==> src/rtl/conv_8a32_rx_pkg.sv <==
// -----------------------------------------------------------------------------
// conv_8a32_rx_pkg
// Shared constants and types for the receive-side 8-to-32 byte packer.
//   - PCLK width-select encodings (W32 / W16 / W8; 2'b11 behaves as W8)
//   - COM_SYM : K-symbol that marks byte lane 0 of a word
//   - OUT_W   : output word width (fixed)
//   - state_t : alignment FSM states
//   - last_lane() : index of the final byte lane for a given width select
// -----------------------------------------------------------------------------
package conv_8a32_rx_pkg;

   localparam logic [1:0] W32 = 2'b00;
   localparam logic [1:0] W16 = 2'b01;
   localparam logic [1:0] W8  = 2'b10;

   localparam logic [7:0] COM_SYM = 8'hBC;
   localparam int         OUT_W   = 32;

   typedef enum logic {
      UNALIGNED = 1'b0,
      ALIGNED   = 1'b1
   } state_t;

   // Lane index of the last byte of a word (N-1); reserved 2'b11 acts as 8-bit.
   function automatic logic [1:0] last_lane(input logic [1:0] pclk);
      logic [1:0] l;
      case (pclk)
         W32:     l = 2'd3;
         W16:     l = 2'd1;
         default: l = 2'd0;
      endcase
      return l;
   endfunction

endpackage

==> src/rtl/conv_8a32_lane_ctrl.sv <==
// -----------------------------------------------------------------------------
// conv_8a32_lane_ctrl
// Byte counter for the packer: tracks which lane the next symbol lands in,
// detects width-select changes and flags the byte that completes a word.
// Ports:
//   i_clk       rising-edge clock
//   i_rst_n     synchronous active-low reset
//   i_consume   the current symbol is written into a lane this cycle
//   i_restart   force the current symbol to lane 0 (COM alignment)
//   i_pclk      width select
//   o_pos       counter position ignoring i_restart (0 on a width change)
//   o_lane      lane the current symbol is written to
//   o_word_done current consumed symbol is the last byte of a word
// -----------------------------------------------------------------------------
module conv_8a32_lane_ctrl
   import conv_8a32_rx_pkg::*;
(
   input  logic       i_clk,
   input  logic       i_rst_n,
   input  logic       i_consume,
   input  logic       i_restart,
   input  logic [1:0] i_pclk,
   output logic [1:0] o_pos,
   output logic [1:0] o_lane,
   output logic       o_word_done
);

   logic [1:0] r_cnt;
   logic [1:0] r_pclk_prev;
   logic       w_pclk_chg;
   logic [1:0] w_cnt_nxt;

   // A width change restarts the word: the symbol on that cycle is lane 0.
   assign w_pclk_chg  = (i_pclk != r_pclk_prev);
   assign o_pos       = w_pclk_chg ? 2'd0 : r_cnt;
   assign o_lane      = i_restart ? 2'd0 : o_pos;
   assign o_word_done = i_consume && (o_lane == last_lane(i_pclk));

   // Next counter value: advance on consume, wrap after the last lane.
   always_comb begin
      w_cnt_nxt = o_pos;
      if (i_consume) begin
         if (o_word_done) begin
            w_cnt_nxt = 2'd0;
         end else begin
            w_cnt_nxt = o_lane + 2'd1;
         end
      end else begin
         w_cnt_nxt = o_pos;
      end
   end

   // Counter and previous width-select registers.
   always_ff @(posedge i_clk) begin
      if (!i_rst_n) begin
         r_cnt       <= 2'd0;
         r_pclk_prev <= W32;
      end else begin
         r_cnt       <= w_cnt_nxt;
         r_pclk_prev <= i_pclk;
      end
   end

endmodule

==> src/rtl/conv_8a32_rx.sv <==
// -----------------------------------------------------------------------------
// conv_8a32_rx
// Receive-side byte-to-word packer. Aligns on a COM K-symbol and packs
// 8-bit symbols into 32/16/8-bit words; the first byte of a word lands in
// the most-significant used lane.
// Optional feature macro: COM_REALIGN_EN -- a COM seen mid-word while
// aligned restarts the word at lane 0 and pulses align_err.
// Ports:
//   CLK              rising-edge clock
//   RESET_CONV832RX  synchronous active-low reset
//   ENB              symbol valid
//   PCLK             width select: 00=32, 01=16, 10/11=8 bits
//   in, K            received symbol and its K flag
//   out, K_out       assembled word and per-lane K flags (bit 3 = out[31:24])
//   valid_out        one-cycle pulse when out/K_out update
//   aligned          high once a COM has been seen
//   align_err        one-cycle realignment pulse (0 without the macro)
// -----------------------------------------------------------------------------
module conv_8a32_rx
   import conv_8a32_rx_pkg::*;
(
   input  logic             CLK,
   input  logic             RESET_CONV832RX,
   input  logic             ENB,
   input  logic [1:0]       PCLK,
   input  logic [7:0]       in,
   input  logic             K,
   output logic [OUT_W-1:0] out,
   output logic [3:0]       K_out,
   output logic             valid_out,
   output logic             aligned,
   output logic             align_err
);

   state_t           r_state;
   state_t           w_state_nxt;
   logic [3:0][7:0]  r_byte;      // indexed by lane (0 = first byte)
   logic [3:0]       r_klane;
   logic [OUT_W-1:0] r_out;
   logic [3:0]       r_kout;
   logic             r_valid;
   logic             r_aligned;
   logic             r_err;

   logic             w_is_com;
   logic             w_consume;
   logic             w_restart;
   logic             w_err;
   logic [1:0]       w_pos;
   logic [1:0]       w_lane;
   logic             w_word_done;
   logic [3:0][7:0]  w_bytes;
   logic [3:0]       w_kl;
   logic [OUT_W-1:0] w_word;
   logic [3:0]       w_kword;

   assign w_is_com = K && (in == COM_SYM);

   conv_8a32_lane_ctrl u_lane_ctrl (
      .i_clk       (CLK),
      .i_rst_n     (RESET_CONV832RX),
      .i_consume   (w_consume),
      .i_restart   (w_restart),
      .i_pclk      (PCLK),
      .o_pos       (w_pos),
      .o_lane      (w_lane),
      .o_word_done (w_word_done)
   );

   // Alignment FSM next state and per-cycle consume/restart decisions.
   always_comb begin
      w_state_nxt = r_state;
      w_consume   = 1'b0;
      w_restart   = 1'b0;
      w_err       = 1'b0;
      case (r_state)
         UNALIGNED: begin
            if (ENB && w_is_com) begin
               w_state_nxt = ALIGNED;
               w_consume   = 1'b1;
               w_restart   = 1'b1;
            end else begin
               w_state_nxt = UNALIGNED;
            end
         end
         ALIGNED: begin
            w_consume = ENB;
`ifdef COM_REALIGN_EN
            if (ENB && w_is_com && (w_pos != 2'd0)) begin
               w_restart = 1'b1;
               w_err     = 1'b1;
            end else begin
               w_restart = 1'b0;
            end
`endif
         end
         default: begin
            w_state_nxt = UNALIGNED;
         end
      endcase
   end

   // Word assembly: stored lanes with the current symbol merged in.
   always_comb begin
      w_bytes         = r_byte;
      w_kl            = r_klane;
      w_bytes[w_lane] = in;
      w_kl[w_lane]    = K;
      case (PCLK)
         W32: begin
            w_word  = {w_bytes[0], w_bytes[1], w_bytes[2], w_bytes[3]};
            w_kword = {w_kl[0], w_kl[1], w_kl[2], w_kl[3]};
         end
         W16: begin
            w_word  = {16'h0000, w_bytes[0], w_bytes[1]};
            w_kword = {2'b00, w_kl[0], w_kl[1]};
         end
         default: begin
            w_word  = {24'h000000, w_bytes[0]};
            w_kword = {3'b000, w_kl[0]};
         end
      endcase
   end

   // State, lane storage and registered outputs.
   always_ff @(posedge CLK) begin
      if (!RESET_CONV832RX) begin
         r_state   <= UNALIGNED;
         r_byte    <= '0;
         r_klane   <= 4'b0000;
         r_out     <= '0;
         r_kout    <= 4'b0000;
         r_valid   <= 1'b0;
         r_aligned <= 1'b0;
         r_err     <= 1'b0;
      end else begin
         r_state   <= w_state_nxt;
         r_aligned <= (w_state_nxt == ALIGNED);
         r_valid   <= w_word_done;
         r_err     <= w_err;
         if (w_consume) begin
            r_byte[w_lane]  <= in;
            r_klane[w_lane] <= K;
         end
         if (w_word_done) begin
            r_out  <= w_word;
            r_kout <= w_kword;
         end
      end
   end

   assign out       = r_out;
   assign K_out     = r_kout;
   assign valid_out = r_valid;
   assign aligned   = r_aligned;
   assign align_err = r_err;

endmodule

==> config.mk <==
export PLATFORM = sky130hd
export DESIGN_NAME = conv_8a32_rx
export DESIGN_NICKNAME = d
export VERILOG_FILES = /design/src/rtl/conv_8a32_rx_pkg.sv /design/src/rtl/conv_8a32_lane_ctrl.sv /design/src/rtl/conv_8a32_rx.sv
export SDC_FILE = /design/constraint.sdc
export NUM_CORES = 1
export LEC_CHECK = 0
export BUFFER_PORTS_ARGS = -buffer_cell sky130_fd_sc_hd__buf_2
export CORE_MARGIN = 8
export CORE_UTILIZATION = 62
export CTS_CLUSTER_SIZE = 40
export DETAILED_ROUTE_END_ITERATION = 10
export GPL_TIMING_DRIVEN = 0
export HOLD_SLACK_MARGIN = 0.05
export PLACE_DENSITY = 0.85
export SYNTH_ARGS = -nofsm -noshare
export SYNTH_HDL_FRONTEND = slang
export SYNTH_SLANG_ARGS = --single-unit
==> constraint.sdc <==
create_clock -name CLK -period 5.85 [get_ports CLK]
set_input_delay 0.8775 -clock CLK [delete_from_list [all_inputs] [get_ports CLK]]
set_output_delay 0.8775 -clock CLK [all_outputs]
set_load 0.03 [all_outputs]
[Word level (Yosys, flattened, before mapping)]
Cells that the tools add are included.
Word-level totals
  flip-flop bits (word level): 78
  latch bits: 0
  RAM bits: 0
  bits in read-only memories: 0
  memories: 0
Cells by class
  add/subtract/negate cells: 1
  multipliers: 0
  div/mod/pow operators: 0
  magnitude comparators: 2
  equal/unequal tests: 4
  shift operators: 0
  multiplexer cells: 17
  bitwise gates (word level): 1
  reduce and logical (&&, ||, !) cells: 5
Operator list (count)
  $pmux 32 s2: 1
  $bwmux 32: 1
  $demux 8 s2: 1
  $eq 8x8->1 const B: 1
  $mux 2: 4
  $mux 8: 1
  $pmux 4 s2: 1
  $bwmux 4: 1
  $logic_and 1x1->1: 4
  $mux 1: 4
  $pmux 2 s2: 1
  $lt 2x3->1 const B: 1
  $add 2x1->2 const B: 1
  $demux 1 s2: 1
  $eq 2x1->1 const B: 1
  $eq 2x2->1: 1
  $ge 2x1->1 const B: 1
  $logic_not 2->1: 1
  $ne 2x2->1: 1
  $pmux 1 s2: 1
  $not 1->1: 1

[Depth between registers and ports, before layout]
Gate-level depths: netlist (run 1).
  depth after elaboration: 12
  mapped depth: 11
  depth with buffers taken out: 8

[Modules after synthesis]
Synthesis (run 1) repeated with hierarchy kept, for this count alone.
Second synthesis, totals
  cells, all modules: 380
  area, all modules: 3657.3 µm²
By module, submodules not included
  conv_8a32_rx: instances 1, cells an instance 346, area each 3377.0 µm², seq. area each 1481.4 µm²
  conv_8a32_lane_ctrl: instances 1, cells an instance 34, area each 280.3 µm², seq. area each 80.1 µm²

[Worst setup path before layout (run 1)]
OpenSTA, ideal clock, no wires.
  path kind: input -> register
  from: input port in[1]
  to: register r_kout[0] (netlist: K_out[0])
  library setup time: 0.091 ns
  data arrival time: 3.180 ns
  required time: 5.759 ns
  path slack: 2.579 ns
  stages: 10
  path buffers: 2
  cells stage by stage: nand4bb_1 nor4_2 clkbuf_1 nor2_1 inv_1 ha_1 clkbuf_1 mux2i_1 a221o_1 a311oi_1
Between the ends
  cells in the longest elaborated chain, start to end: 12
  elaborated cells on any way between the ends: 16
Ends and longest elaborated chain
  start: declaration: RTL line conv_8a32_rx.sv:26  | input logic [7:0] in,
  $eq 8x8->1 (*): RTL line conv_8a32_rx.sv:57  | assign w_is_com = K && (in == COM_SYM);
  $logic_and 1x1->1 (*): RTL line conv_8a32_rx.sv:57
  $logic_and 1x1->1 (*): RTL line conv_8a32_rx.sv:78  | if (ENB && w_is_com) begin
  $mux 1 (*): RTL line conv_8a32_rx.sv:78
  $mux 1: RTL line conv_8a32_rx.sv:76  | case (r_state)
  $mux 2: RTL line conv_8a32_lane_ctrl.sv:36  | assign o_lane = i_restart ? 2'd0 : o_pos;
  $lt 2x3->1 (not written as such) / $ge 2x1->1 (equally long branches): RTL line conv_8a32_rx.sv:108  | w_kl[w_lane] = K;
  $logic_and 1x1->1 (not written as such): RTL line conv_8a32_rx.sv:108
  $mux 1 (not written as such): RTL line conv_8a32_rx.sv:108
  $demux 1 s2: RTL line conv_8a32_rx.sv:108
  $bwmux 4: RTL line conv_8a32_rx.sv:108
  $pmux 4 s2: RTL line conv_8a32_rx.sv:109  | case (PCLK)
  end signal: assignment: RTL line conv_8a32_rx.sv:147  | r_kout <= w_kword;
  end: declaration: RTL line conv_8a32_rx.sv:40  | logic [3:0] r_kout;
Every way passes the cells marked *; elsewhere a longest branch is shown, timed or not.
A chain may end at the register's enable or synchronous reset.

[Worst setup path in the final report (run 1)]
  from: input port in[1]
  to: register r_out[5] (netlist: out[5])
Between the ends
  cells in the longest elaborated chain, start to end: 12
  elaborated cells on any way between the ends: 16
Ends and longest elaborated chain
  $eq 8x8->1 (*): RTL line conv_8a32_rx.sv:57
  $logic_and 1x1->1 (*): RTL line conv_8a32_rx.sv:57
  $logic_and 1x1->1 (*): RTL line conv_8a32_rx.sv:78
  $mux 1 (*): RTL line conv_8a32_rx.sv:78
  $mux 1: RTL line conv_8a32_rx.sv:76
  $mux 2: RTL line conv_8a32_lane_ctrl.sv:36
  $lt 2x3->1 (not written as such) / $ge 2x1->1 (equally long branches): RTL line conv_8a32_rx.sv:107  | w_bytes[w_lane] = in;
  $logic_and 1x1->1 (not written as such): RTL line conv_8a32_rx.sv:107
  $mux 8 (not written as such): RTL line conv_8a32_rx.sv:107
  $demux 8 s2: RTL line conv_8a32_rx.sv:107
  $bwmux 32: RTL line conv_8a32_rx.sv:107
  $pmux 32 s2: RTL line conv_8a32_rx.sv:109
  end signal: assignment: RTL line conv_8a32_rx.sv:146  | r_out <= w_word;
  end: declaration: RTL line conv_8a32_rx.sv:39  | logic [OUT_W-1:0] r_out;
Marked as above.

==> results of run 1 <==
power breakdown:
group,switching [mW],internal (mW),leakage (nW)
sequential,0.00106,0.532,0.628
combinational,0.0507,0.0183,0.830
clock,0.210,0.200,0.101
total,0.262,0.750,1.56
cell type report:
cell class / count / area share (%)
Buffer: 42 / 4.08
Timing Repair Buffer: 50 / 5.67
Clock buffer: 10 / 2.89
Clock inverter: 6 / 1.59
Sequential cell: 78 / 35.4
Multi-Input combinational cell: 326 / 47.8
Inverter: 5 / 0.425
Tap cell: 75 / 2.13
worst max-delay path by stage:
stage	slack, ns	cells after the start	endpoint	startpoint
6_report	1.97	11	out[5]	in[1]
5_1_grt	1.78	11	out[5]	in[1]
4_1_cts	2.05	11	out[5]	in[1]
3_5_place_dp	1.74	11	out[5]	in[1]
3_3_place_gp	1.75	11	out[5]	in[1]
2_1_floorplan	2.58	10	K_out[0]	in[1]
synthesized netlist by cell type, drive strengths merged:
| cell type | instances | area [um2] |
|---|---|---|
| nor4 | 1 | 12.5 |
| and3 | 1 | 7.51 |
| a211o | 7 | 61.3 |
| clkbuf | 27 | 101 |
| and2 | 5 | 31.3 |
| nand2b | 2 | 12.5 |
| or3 | 2 | 13.8 |
| o311ai | 1 | 26.3 |
| mux2i | 13 | 130 |
| nor3b | 10 | 75.1 |
| nand4b | 2 | 32.5 |
| inv | 5 | 18.8 |
| nor2 | 39 | 146 |
| o31a | 1 | 8.76 |
| a21oi | 26 | 130 |
| conb | 1 | 3.75 |
| o31ai | 9 | 67.6 |
| nand2 | 34 | 128 |
| a41oi | 3 | 26.3 |
| o311a | 1 | 10.0 |
| o211ai | 1 | 7.51 |
| o41ai | 1 | 8.76 |
| o21ai | 21 | 105 |
| ha | 3 | 37.5 |
| or4 | 10 | 78.8 |
| nand3 | 25 | 125 |
| a21boi | 1 | 7.51 |
| nor2b | 8 | 50.1 |
| a211oi | 25 | 188 |
| and4 | 1 | 11.3 |
| xnor2 | 3 | 26.3 |
| dfxtp | 78 | 1560 |
| buf | 15 | 78.8 |
| a221o | 2 | 20.0 |
| nand4 | 10 | 62.6 |
| a311oi | 18 | 164 |
| nand4bb | 2 | 22.5 |
| o21a | 9 | 67.6 |
| mux2 | 9 | 109 |
| nor3 | 19 | 95.1 |
worst reg2reg max path, cell delays in order, from the launching register on:
cell and delay [ns]:
dfxtp_1 0.42, nor4_2 0.56, clkbuf_1 0.42, nor2_1 0.15
inv_1 0.08, ha_1 0.13, clkbuf_1 0.52, mux2i_1 0.32
a211o_1 0.36, a311oi_1 0.28
cells by family after synthesis:
family / count (synthesis) / share of synthesized area [%]
adders and majority gates: 3 / 0.970
and+or+nand+nor: 171 / 23.4
AOI/OAI and AO/OA: 126 / 23.2
xor gates and xnor gates: 3 / 0.679
DFF: 78 / 40.3
buffers and inverters: 47 / 5.14
muxes: 22 / 6.18
other: 1 / 0.0969
metal layers:
| layer | share of wire [%] | wire length [um] | vias up | track usage (%) |
|---|---|---|---|---|
| li1 | - | - | 1804 | - |
| met1 | 42 | 4960 | 1807 | 35.9 |
| met2 | 45 | 5360 | 214 | 40.6 |
| met3 | 10 | 1190 | 36 | 4.68 |
| met4 | 2.9 | 339 | 0 | 12.1 |
| met5 | 0 | 0 | - | 0 |
per-stage QoR:
| step | power, mW | instance area [um2] |
|---|---|---|
| finish | 1.01 | 4410 |
| global route | 1.04 | 4410 |
| CTS | 1.01 | 4410 |
| detailed placement | 0.611 | 4210 |
| global placement | 0.610 | 4210 |
| floorplan | 0.583 | 3870 |
sequential cells by signal (all words and copies together), names as in the netlist:
signal,cells
K_out,4
valid_out,1
u_lane_ctrl.r_cnt,2
out,32
r_klane,4
aligned,1
u_lane_ctrl.r_pclk_prev,2
r_byte,32
==> impl_metrics.csv, run 1 <==
group,metric,value,unit
synthesis,syn_avg_cell_area,8.58,um2
critical_path,timing.rr.end,"out[5]",
die,fp.coreArea,5990,um2
placement,gp_congestion,1.01,
global_route,grt_max_degree,15,
final_layout,multi_input_area,2110,um2
cts,post_cts_buffers,0,
die,ios,53,
sta,report.final.slew_viol_count,0,
critical_path,crit_path_max_fanout,10,
drt,dr.pass1.iters,6,
final_layout,drive_gt1_share,18.6,%
sta,setup_ws,1.97,ns
sta,fmax,0.258,GHz
power_and_ir_drop,powerDensity,229,nW/um2
min_path,hp-start,"r_byte[29]",
die,floorplan.rows,28,
cts,tritoncts,"built",
cts,insertion_delay,0.35,ns
sta,setup_tns,0,ns
global_route,grt_pass1_wl,18.6,mm
power_and_ir_drop,p_leak,1.56,nW
drt,routed_wl,11.8,mm
sta,clock_skew,0.0133,ns
critical_path,cpPeakStageDelay,0.52,ns
placement,io_buffers,50,
cts,path_clk_slew,0.08,ns
critical_path,crit_required,6.10,ns
critical_path,worst_ep_arrival_time,4.13,ns
global_route,overflow,0,
critical_path,r2r_slack,2.52,ns
cts,cts-resized-gates,0,
synthesis,ys_seq_elements,78,
synthesis,yosysWarnings,0,
critical_path,r2r_start,"aligned",
critical_path,setup.worst_path.end_class,"flip-flop",
sta,period_share,66.3,%
sta,period_needed,3.88,ns
flow_run,max_cap_violations,0,
synthesis,syn_inst,451,
critical_path,rr_worst_depth,9,
final_layout,fillers,491,
critical_path,crit_chain,"buf_2 > nand4bb_1 > nor4_2 > clkbuf_1 > nor2_1 > inv_1 > ha_1 > clkbuf_1 > mux2i_1 > a211o_1 > a311oi_1",
critical_path,crit_buf_inv,4,
placement,dp_slack,1.74,ns
critical_path,critPathMostFrequentCell,"clkbuf_1",
critical_path,cp-start-kind,"input pin",
sta,setup_viol,0,
placement,post-dp-hpwl,8.63,mm
sta,hold_ws,0.458,ns
sta,hold_viol,0,
sta,tightest_slew,0.887,ns
final_layout,fin_cells,592,
final_layout,n_antenna_cell,0,
die,die-area,9030,um2
run_status,status,"finished clean",
sta,rsz0062_at_grt,"no",
drt,vias_per_cell,6.52,
critical_path,worstSetupPathType,"in2reg",
min_path,holdPathEnd,"r_byte[29]",
synthesis,synth_nets,468,
final_layout,finish.utilization,73.6,%
cts,clock-root-buffer,"clkbuf_8",
drt,drtIter0Drc,418,
die,die_w,95.0,um
synthesis,synth_cell_type_count,48,
power_and_ir_drop,max-vdd-ir-drop,0.209,mV
final_layout,final_cell_mix,"78 x dfxtp_1, 62 x buf_2, 39 x nor2_1",
drt,routed-via-count,3861,
cts,holdBufCountCts,0,
placement,dp_cells,576,
min_path,hold_depth,2,
drt,antenna_left,0,
final_layout,mostFrequentLayoutCell,"dfxtp_1",
cts,htreeDepth,3,
critical_path,cp_slowest_cell,"clkbuf_1",
synthesis,synthesis.area,3870,um2
cts,numCtsBuffers,9,
global_route,grt_pass1_vias,3495,
sta,slew_headroom,40.6,%
die,die_h,95.0,um
die,initial_utilization,64.6,%
drt,wl_per_cell,20.0,um
cts,cts_buffer_depth,2,
min_path,min_path_type,"reg2reg",
global_route,grtUsageTotal,26.7,%
drt,drc,0,
cts,clkSinkCount,78,
synthesis,ys_seq_area_share,40.3,%
global_route,grt_antenna_before_repair,0,
critical_path,path_delay_family,"buffers and inverters",
final_layout,final_nets,529,
final_layout,regArea,1560,um2
final_layout,syn_to_final_growth,14.0,%
Power figures use the tool's default switching activity.
==> inputs of run 2 (changes only) <==
--- a/config.mk
+++ b/config.mk
@@ -5,14 +5,15 @@
 export SDC_FILE = /design/constraint.sdc
 export NUM_CORES = 1
 export LEC_CHECK = 0
+export ABC_AREA = 1
 export BUFFER_PORTS_ARGS = -buffer_cell sky130_fd_sc_hd__buf_2
 export CORE_MARGIN = 8
-export CORE_UTILIZATION = 62
+export CORE_UTILIZATION = 52
 export CTS_CLUSTER_SIZE = 40
 export DETAILED_ROUTE_END_ITERATION = 10
 export GPL_TIMING_DRIVEN = 0
 export HOLD_SLACK_MARGIN = 0.05
-export PLACE_DENSITY = 0.85
+export PLACE_DENSITY = 0.76
 export SYNTH_ARGS = -nofsm -noshare
 export SYNTH_HDL_FRONTEND = slang
 export SYNTH_SLANG_ARGS = --single-unit
==> constraint.sdc (replaced) <==
create_clock -name CLK -period 3.5 [get_ports CLK]
set_input_delay 0.525 -clock CLK [delete_from_list [all_inputs] [get_ports CLK]]
set_output_delay 0.525 -clock CLK [all_outputs]
set_load 0.03 [all_outputs]
==> run 2 against run 1 <==
Die area is 21% higher. Via count is 8.4% higher. Register-to-register slack worse by 1.8 ns. First-iteration DRC count is 18% lower. Largest cell class unchanged. Routed wire length is 1.5% higher.
==> impl_metrics.csv, run 2 <==
group,metric,value,unit
global_route,overflow,0,
synthesis,synth_top_area_share,38.4,%
power_and_ir_drop,max-vdd-ir-drop,0.188,mV
critical_path,cp-start-kind,"input pin",
drt,vias_per_cell,5.34,
critical_path,crit_path_max_fanout,10,
global_route,grtUsageTotal,22.3,%
die,die-area,10900,um2
final_layout,syn_to_final_growth,14.6,%
drt,routed_wl,12.0,mm
final_layout,final_cell_area,4670,um2
die,die_w,104,um
final_layout,drive_gt1_share,16.3,%
synthesis,async_flop_share,0,%
drt,routed-via-count,4184,
cts,path_clk_slew,0.08,ns
synthesis,synth_area_leaders,"dfxtp_1 38%, nand2_1 15%, nand3_1 7.9%, inv_1 6.5%, nor2_1 6.5%",
synthesis,synth_nets,634,
sta,rsz0062_at_grt,"no",
final_layout,fin_cells,784,
power_and_ir_drop,total_power,1.76,mW
synthesis,ys_seq_elements,78,
global_route,grt_pass1_wl,19.7,mm
critical_path,setup.worst_path.end_class,"flip-flop",
synthesis,synth-edff-count,0,
final_layout,multi_input_area,2020,um2
sta,setup_viol,0,
sta,period_needed,2.92,ns
sta,hold_ws,0.445,ns
cts,numCtsBuffers,9,
synthesis,ys_seq_area_share,38.4,%
drt,dr.pass1.iters,6,
placement,placed_area,4440,um2
synthesis,yosysWarnings,0,
cts,insertion_delay,0.36,ns
global_route,grt_antenna_before_repair,0,
synthesis,syn_inst,617,
critical_path,worst_ep_arrival_time,3.22,ns
placement,post-dp-hpwl,8.89,mm
final_layout,finish.utilization,61.0,%
final_layout,regArea,1560,um2
sta,report.final.slew_viol_count,0,
synthesis,synthesis.area,4070,um2
synthesis,synth.most_common_cell,"nand2_1",
synthesis,synth_cell_type_count,27,
critical_path,crit_required,3.80,ns
sta,fmax,0.342,GHz
cts,holdBufCountCts,0,
power_and_ir_drop,powerDensity,377,nW/um2
cts,cts_buffer_depth,2,
sta,hold_viol,0,
placement,io_buffers,49,
die,initial_utilization,53.2,%
die,fp.coreArea,7650,um2
cts,post_cts_buffers,0,
cts,clock-root-buffer,"clkbuf_8",
power_and_ir_drop,p_leak,2.22,nW
synthesis,synth_ff_type,"dfxtp_1",
die,die_h,104,um
die,ios,53,
drt,drtIter0Drc,343,
drt,drc,0,
final_layout,final_nets,694,
sta,slew_headroom,52.1,%
placement,dp_slack,0.269,ns
sta,clock_skew,0.0146,ns
cts,htreeDepth,3,
final_layout,fillers,768,
die,floorplan.rows,32,
final_layout,final_cell_mix,"165 x nand2_1, 78 x dfxtp_1, 71 x inv_1, 71 x nor2_1, 64 x nand3_1",
synthesis,synthTopCellsByCount,"165 x nand2_1, 78 x dfxtp_1, 71 x inv_1, 71 x nor2_1, 64 x nand3_1",
sta,setup_ws,0.576,ns
sta,setup_tns,0,ns
drt,wl_per_cell,15.3,um
synthesis,synth_area_leader_cell,"dfxtp_1",
run_status,status,"finished clean",
sta,tightest_slew,0.716,ns
cts,tritoncts,"built",
flow_run,max_cap_violations,0,
global_route,grt_pass1_vias,3906,
final_layout,mostFrequentLayoutCell,"nand2_1",
global_route,grt_max_degree,14,
drt,antenna_left,0,
critical_path,worstSetupPathType,"in2reg",
synthesis,syn_avg_cell_area,6.60,um2
placement,gp_congestion,0.942,
cts,clkSinkCount,78,
cts,cts-resized-gates,0,
sta,period_share,83.5,%
placement,dp_cells,768,
final_layout,n_antenna_cell,0,
min_path,min_path_type,"in2reg",
-- run 2: kinds of logic after synthesis --
family / Yosys count / synth area share, %
simple gates: 324 / 34.5
compound gates: 96 / 13.5
flops: 78 / 38.4
buf+inv: 114 / 12.0
other cells: 1 / 0.0921
fa+ha+maj: 3 / 0.922
xor+xnor: 1 / 0.676
-- run 2: cell type report --
class	count	area share [%]
Inverter	77	6.22
Tap cell	102	2.73
Clock inverter	5	1.74
Buffer	37	4.26
Multi-Input combinational cell	425	43.3
Timing Repair Buffer	49	5.25
Clock buffer	11	3.03
Sequential cell	78	33.5
-- run 2: worst paths after layout --
| kind | start | to | slack [ns] | cells past startpoint |
|---|---|---|---|---|
| worst min-delay path | PCLK[0] | u_lane_ctrl.r_pclk_prev[0] | 0.45 | 3 |
| worst max-delay path | in[0] | out[3] | 0.58 | 17 |
| worst min register to register | r_byte[12] | r_byte[12] | 0.46 | 2 |
| worst max register to register | u_lane_ctrl.r_pclk_prev[0] | out[3] | 0.73 | 19 |
-- run 2: metal layers --
metal  share of wire (%)  vias to the layer above  track usage [%]
met1                  44                     1902             28.7
met3                 8.3                       17             4.15
met4                 2.0                        0             8.17
met2                  46                      186             36.1
met5                   0                        -                0
li1                    -                     2079                -
-- run 2: critical path, cell delays in order --
cell      delay, ns
buf_2          0.12
nor2_1         0.32
nand4_4        0.24
nand2_4        0.16
buf_2          0.23
inv_1          0.09
ha_1           0.23
inv_1          0.16
clkbuf_1       0.35
nand2_1        0.09
o21ai_0        0.17
nand2_1        0.10
o21ai_0        0.10
inv_1          0.08
nand3_1        0.09
nor2_1         0.06
nor2_1         0.08
-- run 2: report_power, final --
part	total (mW)	internal, mW	switching (mW)	leakage (nW)
combinational	0.106	0.0288	0.0777	1.48
clock	0.762	0.423	0.339	0.110
sequential	0.891	0.889	0.00175	0.629
total	1.76	1.34	0.419	2.22
